$ cat src/rtl/cpu_mc_if.sv
// Instruction-fetch request/acknowledge bus between cpu_mc (master) and the instruction memory (slave).
interface cpu_mc_if #(
   parameter int XLEN = 32
);
   logic            imem_req;
   logic [XLEN-1:0] imem_addr;
   logic            imem_ack;
   logic [31:0]     imem_rdata;

   modport master (
      output imem_req,
      output imem_addr,
      input  imem_ack,
      input  imem_rdata
   );

   modport slave (
      input  imem_req,
      input  imem_addr,
      output imem_ack,
      output imem_rdata
   );
endinterface

$ cat src/rtl/cpu_mc.sv
// Multi-cycle MIPS-subset CPU: FETCH/DECODE/EXEC/WB sequencer, 32-entry register file, ALU.
// Define CPU_MC_BRANCH_EN to make BEQ/BNE/J redirect the pc; otherwise they retire as NOPs.
module cpu_mc #(
   parameter logic [31:0] RESET_PC = 32'h0040_0000,
   parameter int          XLEN     = 32
) (
   input  logic            clk_cpu,
   input  logic            reset,
   cpu_mc_if.master        imem,
   output logic            retire,
   output logic [XLEN-1:0] retire_pc,
   output logic            illegal,
   input  logic [4:0]      dbg_adrs,
   output logic [XLEN-1:0] dbg_data
);

   typedef enum logic [2:0] {
      ST_RST_WAIT,
      ST_FETCH,
      ST_DECODE,
      ST_EXEC,
      ST_WB
   } state_t;

   typedef enum logic [2:0] {
      ALU_ADD,
      ALU_SUB,
      ALU_AND,
      ALU_OR,
      ALU_SLT,
      ALU_LUI
   } alu_op_t;

   state_t          r_state;
   state_t          w_state_next;

   logic [XLEN-1:0] r_pc;
   logic [31:0]     r_inst;
   logic [XLEN-1:0] r_a;
   logic [XLEN-1:0] r_b;
   logic [XLEN-1:0] r_imm;
   logic [XLEN-1:0] r_alu;
   logic [XLEN-1:0] r_next_pc;
   logic            r_illegal;
   logic [XLEN-1:0] r_regs [32];

   logic            w_imem_req;
   logic            w_inst_ld;
   logic            w_dec_ld;
   logic            w_exec_ld;
   logic            w_wb;

   logic [5:0]      w_opcode;
   logic [5:0]      w_funct;
   logic [4:0]      w_rs;
   logic [4:0]      w_rt;
   logic [4:0]      w_rd;
   logic [15:0]     w_imm16;

   logic            w_legal;
   logic            w_writes;
   logic            w_zext;
   logic            w_use_imm;
   logic [4:0]      w_dest;
   alu_op_t         w_alu_op;

   logic [XLEN-1:0] w_opb;
   logic [XLEN-1:0] w_alu_res;
   logic [XLEN-1:0] w_pc_plus4;
   logic [XLEN-1:0] w_next_pc;
   logic            w_rf_we;

   assign w_opcode = r_inst[31:26];
   assign w_rs     = r_inst[25:21];
   assign w_rt     = r_inst[20:16];
   assign w_rd     = r_inst[15:11];
   assign w_funct  = r_inst[5:0];
   assign w_imm16  = r_inst[15:0];

   always_ff @(posedge clk_cpu or posedge reset) begin
      if (reset) begin
         r_state <= ST_RST_WAIT;
      end else begin
         r_state <= w_state_next;
      end
   end

   always_comb begin
      w_state_next = r_state;
      w_imem_req   = 1'b0;
      w_inst_ld    = 1'b0;
      w_dec_ld     = 1'b0;
      w_exec_ld    = 1'b0;
      w_wb         = 1'b0;
      case (r_state)
         ST_RST_WAIT: w_state_next = ST_FETCH;
         ST_FETCH: begin
            w_imem_req = 1'b1;
            if (imem.imem_ack) begin
               w_inst_ld    = 1'b1;
               w_state_next = ST_DECODE;
            end
         end
         ST_DECODE: begin
            w_dec_ld     = 1'b1;
            w_state_next = ST_EXEC;
         end
         ST_EXEC: begin
            w_exec_ld    = 1'b1;
            w_state_next = ST_WB;
         end
         ST_WB: begin
            w_wb         = 1'b1;
            w_state_next = ST_FETCH;
         end
         default: w_state_next = ST_RST_WAIT;
      endcase
   end

   // Illegal encodings decode with w_writes=0 so they fall through as NOPs.
   always_comb begin
      w_legal   = 1'b1;
      w_writes  = 1'b0;
      w_zext    = 1'b0;
      w_use_imm = 1'b1;
      w_dest    = w_rt;
      w_alu_op  = ALU_ADD;
      case (w_opcode)
         6'h00: begin
            w_dest    = w_rd;
            w_use_imm = 1'b0;
            w_writes  = 1'b1;
            case (w_funct)
               6'h21:   w_alu_op = ALU_ADD;
               6'h23:   w_alu_op = ALU_SUB;
               6'h24:   w_alu_op = ALU_AND;
               6'h25:   w_alu_op = ALU_OR;
               6'h2A:   w_alu_op = ALU_SLT;
               default: begin
                  w_legal  = 1'b0;
                  w_writes = 1'b0;
               end
            endcase
         end
         6'h09: w_writes = 1'b1;
         6'h0D: begin
            w_writes = 1'b1;
            w_zext   = 1'b1;
            w_alu_op = ALU_OR;
         end
         6'h0F: begin
            w_writes = 1'b1;
            w_alu_op = ALU_LUI;
         end
         6'h02, 6'h04, 6'h05: w_writes = 1'b0;
         default: w_legal = 1'b0;
      endcase
   end

   always_comb begin
      w_opb     = w_use_imm ? r_imm : r_b;
      w_alu_res = '0;
      case (w_alu_op)
         ALU_ADD: w_alu_res = r_a + w_opb;
         ALU_SUB: w_alu_res = r_a - w_opb;
         ALU_AND: w_alu_res = r_a & w_opb;
         ALU_OR:  w_alu_res = r_a | w_opb;
         ALU_SLT: w_alu_res = {{(XLEN-1){1'b0}}, ($signed(r_a) < $signed(w_opb))};
         ALU_LUI: w_alu_res = {r_imm[15:0], 16'h0000};
         default: w_alu_res = '0;
      endcase
   end

   assign w_pc_plus4 = r_pc + 32'd4;

`ifdef CPU_MC_BRANCH_EN
   // r_imm is sign-extended for branch opcodes, so shifting it gives the byte offset.
   always_comb begin
      w_next_pc = w_pc_plus4;
      if (((w_opcode == 6'h04) && (r_a == r_b)) || ((w_opcode == 6'h05) && (r_a != r_b))) begin
         w_next_pc = w_pc_plus4 + {r_imm[XLEN-3:0], 2'b00};
      end else if (w_opcode == 6'h02) begin
         w_next_pc = {w_pc_plus4[31:28], r_inst[25:0], 2'b00};
      end
   end
`else
   assign w_next_pc = w_pc_plus4;
`endif

   always_ff @(posedge clk_cpu or posedge reset) begin
      if (reset) begin
         r_pc      <= RESET_PC;
         r_inst    <= '0;
         r_a       <= '0;
         r_b       <= '0;
         r_imm     <= '0;
         r_alu     <= '0;
         r_next_pc <= '0;
         r_illegal <= 1'b0;
      end else begin
         if (w_inst_ld) begin
            r_inst <= imem.imem_rdata;
         end
         if (w_dec_ld) begin
            r_a   <= r_regs[w_rs];
            r_b   <= r_regs[w_rt];
            r_imm <= w_zext ? {16'h0000, w_imm16} : {{16{w_imm16[15]}}, w_imm16};
         end
         if (w_exec_ld) begin
            r_alu     <= w_alu_res;
            r_next_pc <= w_next_pc;
         end
         if (w_wb) begin
            r_pc <= r_next_pc;
            if (!w_legal) begin
               r_illegal <= 1'b1;
            end
         end
      end
   end

   // Entry 0 is never written, so it reads as zero without a dedicated mux.
   assign w_rf_we = w_wb && w_writes && (w_dest != 5'd0);

   always_ff @(posedge clk_cpu or posedge reset) begin
      if (reset) begin
         for (int i = 0; i < 32; i++) begin
            r_regs[i] <= '0;
         end
      end else if (w_rf_we) begin
         r_regs[w_dest] <= r_alu;
      end
   end

   assign imem.imem_req  = w_imem_req;
   assign imem.imem_addr = r_pc;
   assign retire         = w_wb;
   assign retire_pc      = w_wb ? r_pc : '0;
   assign illegal        = r_illegal;
   assign dbg_data       = r_regs[dbg_adrs];

endmodule

$ cat src/flat_wrapper.sv
// flat-port wrapper written by rule: the top's interface ports become plain ports
module cpu_mc_flat 
#(
   parameter logic [31:0] RESET_PC = 32'h0040_0000,
   parameter int          XLEN     = 32
)
  (clk_cpu, reset, retire, retire_pc, illegal, dbg_adrs, dbg_data, imem_imem_req, imem_imem_addr, imem_imem_ack, imem_imem_rdata);
  cpu_mc_if #(.XLEN(XLEN)) imem_i ();
  input  logic clk_cpu;
  input  logic reset;
  output logic retire;
  output logic [XLEN-1:0] retire_pc;
  output logic illegal;
  input  logic [4:0] dbg_adrs;
  output logic [XLEN-1:0] dbg_data;
  output wire logic [$bits(imem_i.imem_req)-1:0] imem_imem_req;
  output wire logic [$bits(imem_i.imem_addr)-1:0] imem_imem_addr;
  input wire logic [$bits(imem_i.imem_ack)-1:0] imem_imem_ack;
  input wire logic [$bits(imem_i.imem_rdata)-1:0] imem_imem_rdata;
  assign imem_imem_req = imem_i.imem_req;
  assign imem_imem_addr = imem_i.imem_addr;
  assign imem_i.imem_ack = imem_imem_ack;
  assign imem_i.imem_rdata = imem_imem_rdata;
  cpu_mc #(.RESET_PC(RESET_PC), .XLEN(XLEN)) u_core (.clk_cpu(clk_cpu), .reset(reset), .imem(imem_i), .retire(retire), .retire_pc(retire_pc), .illegal(illegal), .dbg_adrs(dbg_adrs), .dbg_data(dbg_data));
endmodule
$ cat config.mk
export PLATFORM = sky130hd
export DESIGN_NAME = cpu_mc_flat
export DESIGN_NICKNAME = d
export VERILOG_FILES = /design/src/rtl/cpu_mc_if.sv /design/src/rtl/cpu_mc.sv /design/src/flat_wrapper.sv
export SDC_FILE = /design/constraint.sdc
export NUM_CORES = 2
export LEC_CHECK = 0
export ABC_AREA = 1
export CAP_MARGIN = 15
export CELL_PAD_IN_SITES_DETAIL_PLACEMENT = 1
export CELL_PAD_IN_SITES_GLOBAL_PLACEMENT = 1
export CORE_MARGIN = 2
export CORE_UTILIZATION = 35
export CTS_BUF_LIST = sky130_fd_sc_hd__clkbuf_8
export DETAILED_ROUTE_END_ITERATION = 8
export PLACE_DENSITY = 0.65
export SYNTH_ARGS = -nofsm -noshare
export SYNTH_HDL_FRONTEND = slang
export SYNTH_SLANG_ARGS = --single-unit
$ cat constraint.sdc
create_clock -name clk_cpu -period 73.8 [get_ports clk_cpu]
set_clock_uncertainty 0.1 [all_clocks]
set_input_delay 14.76 -clock clk_cpu [delete_from_list [all_inputs] [get_ports clk_cpu]]
set_output_delay 14.76 -clock clk_cpu [all_outputs]
set_load 0.03 [all_outputs]
==> out/metrics.yaml <==
run_status:
  status: "finished, final reports clean"
routing:
  wl_per_cell_um: 31.54
  drt_first_pass_iters: 6
  viasPerCell: 6.575
  vias: 101500
  routed_wl_mm: 486.8
  ant_nets: 0
  dr.first_iter.drc_count: 13270
  remaining_drc_errors: 0
yosys:
  synth_fa_ha_area_share_pct: 1.638
  synth-seq-area-share_pct: 36.78
  synth_top_family_by_area: "simple AND/OR/NAND/NOR gates"
  syn-instance-count: 12720
  netlist_area_um2: 84170
  synth_warnings: 0
  synthSimpleGateAreaFrac_pct: 33.16
  async_reset_ff_share_pct: 100.0
  synth_edf_count: 0
  synthFlopType: "dfrtp_1"
  synth.ff_latch_count: 1237
  synth_xor_area_share_pct: 0.2289
  synth-compound-area-share_pct: 20.10
  synthMuxAreaShare_pct: 0.04014
  avgSynthCellArea_um2: 6.620
  syn_nets: 12860
  synth_cell_types: 43
worst_setup_path:
  arrival_ns: 19.66
  crit_type: "primary input to primary output"
  reg2reg_to: "u_core.r_regs[476]"
  crit_top_cell: "o21ai_0"
  r2r_slack_ns: 67.02
  cp_top_family: "buffers and inverters"
  r2r-start: "u_core.r_state[0]"
  cp-start-kind: "primary input"
  crit_path_end_kind: "primary output"
  cp_slowest_stage_delay_ns: 0.90
  cp_num_buf_inv: 4
  worst-path-max-fanout: 145
  reg2reg_depth: 12
  crit_start: "dbg_adrs[0]"
  required_ns: 58.94
  path_cells: "buf_8 -> inv_8 -> buf_4 -> o21ai_0 -> o22ai_1 -> o21ai_0 -> o21ai_0 -> nor2_1 -> a21oi_1 -> clkdlybuf4s50_1"
  slowest_stage: "buf_4"
power_and_ir_drop:
  p_per_area_nw_per_um2: 37.74
  p_leak_uw: 0.04363
  vdd_drop_max_v: 0.00003829
cts:
  cts_made_buffers: 234
  clkSlewWorstSetupHoldPaths_ns: 0.06
  clock_latency_ns: 1.09
  hold_buffers: 0
  root_buffer: "clkbuf_8"
  cts_tree: "built"
  clockBufferDepth: 3
  cts_setup_buffers: 0
  cts_sinks: 1237
  cts_max_level: 4
  cts_resized: 0
timing:
  fin_crit_ns: 34.52
  min_period_over_period_pct: 46.78
  max_slew.worst_pin.slew_ns: 1.328
  fmax_mhz: 28.97
  relSlewSlack_pct: 11.46
  setup_tns_ns: 0
  rsz0062_at_grt: "false"
  setup_viol: 0
  hold_violations: 0
  maxSlewViolCount: 0
grt:
  antenna_found_initial: 34
  grt_max_degree: 204
  grt.overflow.total: 0
  grt_pass1_vias: 99990
  grt_pass1_wl_mm: 703.0
  grt_usage_pct: 38.50
floorplan:
  row_count: 180
  initial_core_util_pct: 35.09
  core_um2: 239900
  ioPinCount: 139
  die_x_um: 494.4
  fp.dieH_um: 494.4
  dieArea_um2: 244400
hold_path:
  worst_hold_path.endpoint: "u_core.r_regs[997]"
  hold-path-cell-count: 0
  hp-start: "u_core.r_regs[997]"
  hold_path_class: "flip-flop to flip-flop"
cells_and_area:
  finish.utilization_pct: 38.32
  fin_nets: 12190
  drive_above_1_share_pct: 5.904
  multi_input_area_um2: 46850
  fillers: 30410
  ff_latch_area_um2: 30990
  area_growth_pct: 9.199
job:
  cap_viol_max_count: 0
placed_design:
  hpwl_mm: 271.8
  place_congestion: 0.9249
  port_buffers: 138
state kept, by name, indices dropped and copies added, names as in the netlist:
name,count
u_core.r_next_pc,32
u_core.r_b,32
u_core.r_alu,32
u_core.r_inst,32
u_core.illegal,1
u_core.r_a,32
u_core.imem.imem_addr,32
u_core.r_imm,17
u_core.r_regs,1024
u_core.r_state,3
area by class of cell:
type	count	share of cell area (%)
Multi-Input combinational cell	9758	50.97
Inverter	433	1.856
Tap cell	3185	4.336
Clock inverter	130	0.9352
Clock buffer	296	4.433
Antenna cell	21	0.05718
Sequential cell	1237	33.72
Timing Repair Buffer	374	3.693
stage by stage:
step / power (µW) / instances / setup slack (ns) / instance area [µm²] / hold WS [ns]
after global routing: 3604 / 15420 / 39.45 / 91870 / 0.3141
final: 3469 / 15430 / 39.28 / 91910 / 0.3054
after floorplan: 1889 / 12720 / 24.09 / 84170 / 0.3439
after global placement: 2600 / 14980 / 39.66 / 86840 / 0.2926
after CTS: 3388 / 15410 / 39.71 / 91790 / 0.3073
after detailed placement: 2650 / 14980 / 39.72 / 86860 / 0.2922
layout by cell type, fill, tap and decap left out, types with 5 or more instances in the layout:
cell type / netlist / layout
a21oi_1: 286 / 286
a22oi_1: 13 / 13
a31oi_1: 53 / 53
a32o_1: 19 / 19
and3_1: 6 / 6
buf_12: 0 / 16
buf_4: 3 / 217
bufinv_16: 0 / 8
clkbuf_8: 0 / 296
clkdlybuf4s50_1: 0 / 133
clkinv_2: 0 / 42
dfrtp_1: 1236 / 1223
dfrtp_2: 0 / 5
dfrtp_4: 0 / 8
diode_2: 0 / 21
ha_1: 107 / 107
inv_1: 422 / 477
inv_2: 7 / 8
inv_6: 0 / 7
inv_8: 0 / 10
nand2_1: 3261 / 3259
nand3_1: 387 / 360
nand3_2: 5 / 25
nand3_4: 0 / 7
nand4_1: 1016 / 1016
nor2_1: 1826 / 1814
nor2_4: 1 / 33
nor3_1: 22 / 21
nor4_1: 14 / 14
o211ai_1: 7 / 7
o21ai_0: 1940 / 1940
o21bai_1: 5 / 5
o221ai_1: 191 / 191
o22ai_1: 530 / 530
or2_2: 7 / 7
xor2_1: 20 / 20
power breakdown:
group | switching [µW] | internal [µW]
registers | 110 | 732
logic | 1440 | 454
clock network | 347 | 389
metal layers:
metal | vias up | track usage (%) | share of wire [%]
li1 | 42110 | - | -
met1 | 50990 | 48.69 | 39
met2 | 6562 | 57.30 | 43
met3 | 1786 | 9.514 | 11
met4 | 18 | 27.29 | 7.8
met5 | - | 0.05871 | 0.026
kinds of logic (layout without fill, tap and decap cells):
logic type	after synthesis	count (layout)
DFF	1237	1237
xor gates and xnor gates	22	22
AOI/OAI and AO/OA	3051	3051
muxes	3	3
and+or+nand+nor	6573	6573
other	0	21
adders and majority gates	109	109
buffers and inverters	1720	1233
cell usage after synthesis, types with 2 or more instances:
| cell | instances | area (µm²) |
|---|---|---|
| nand2_1 | 3261 | 12240 |
| buf_4 | 3 | 22.52 |
| and3_1 | 6 | 37.54 |
| a21oi_1 | 286 | 1431 |
| nand3b_1 | 2 | 15.01 |
| inv_1 | 422 | 1584 |
| ha_1 | 107 | 1339 |
| o211ai_1 | 7 | 52.55 |
| nand3_2 | 5 | 50.05 |
| a32o_1 | 19 | 190.2 |
| dfrtp_1 | 1236 | 30930 |
| nand3_1 | 387 | 1937 |
| a22oi_1 | 13 | 97.59 |
| nor4_1 | 14 | 87.58 |
| clkbuf_1 | 980 | 3679 |
| nor2_1 | 1826 | 6854 |
| o22ai_1 | 530 | 3316 |
| a31oi_1 | 53 | 331.6 |
| buf_1 | 65 | 244.0 |
| nor2_2 | 22 | 137.6 |
| and2_1 | 2 | 12.51 |
| inv_2 | 7 | 26.28 |
| mux2_2 | 3 | 33.78 |
| xnor2_1 | 2 | 17.52 |
| nor3_1 | 22 | 110.1 |
| fa_1 | 2 | 40.04 |
| buf_2 | 238 | 1191 |
| o21ai_0 | 1940 | 9709 |
| o221ai_1 | 191 | 1673 |
| xor2_1 | 20 | 175.2 |
| o21ai_1 | 2 | 10.01 |
| clkinv_1 | 4 | 15.01 |
| o21bai_1 | 5 | 37.54 |
| o21ai_4 | 3 | 48.80 |
| or2_2 | 7 | 43.79 |
| nand4_1 | 1016 | 6356 |
how the worst max path moves through the flow:
| stage | end | slack [ns] | cells past startpoint |
|---|---|---|---|
| 2_1_floorplan | u_core.illegal | 24.09 | 1 |
| 3_3_place_gp | dbg_data[11] | 39.66 | 11 |
| 3_5_place_dp | dbg_data[5] | 39.72 | 10 |
| 4_1_cts | dbg_data[5] | 39.71 | 10 |
| 5_1_grt | dbg_data[9] | 39.45 | 10 |
| 6_report | dbg_data[5] | 39.28 | 10 |
No activity file was read; power rests on OpenSTA's default activity.
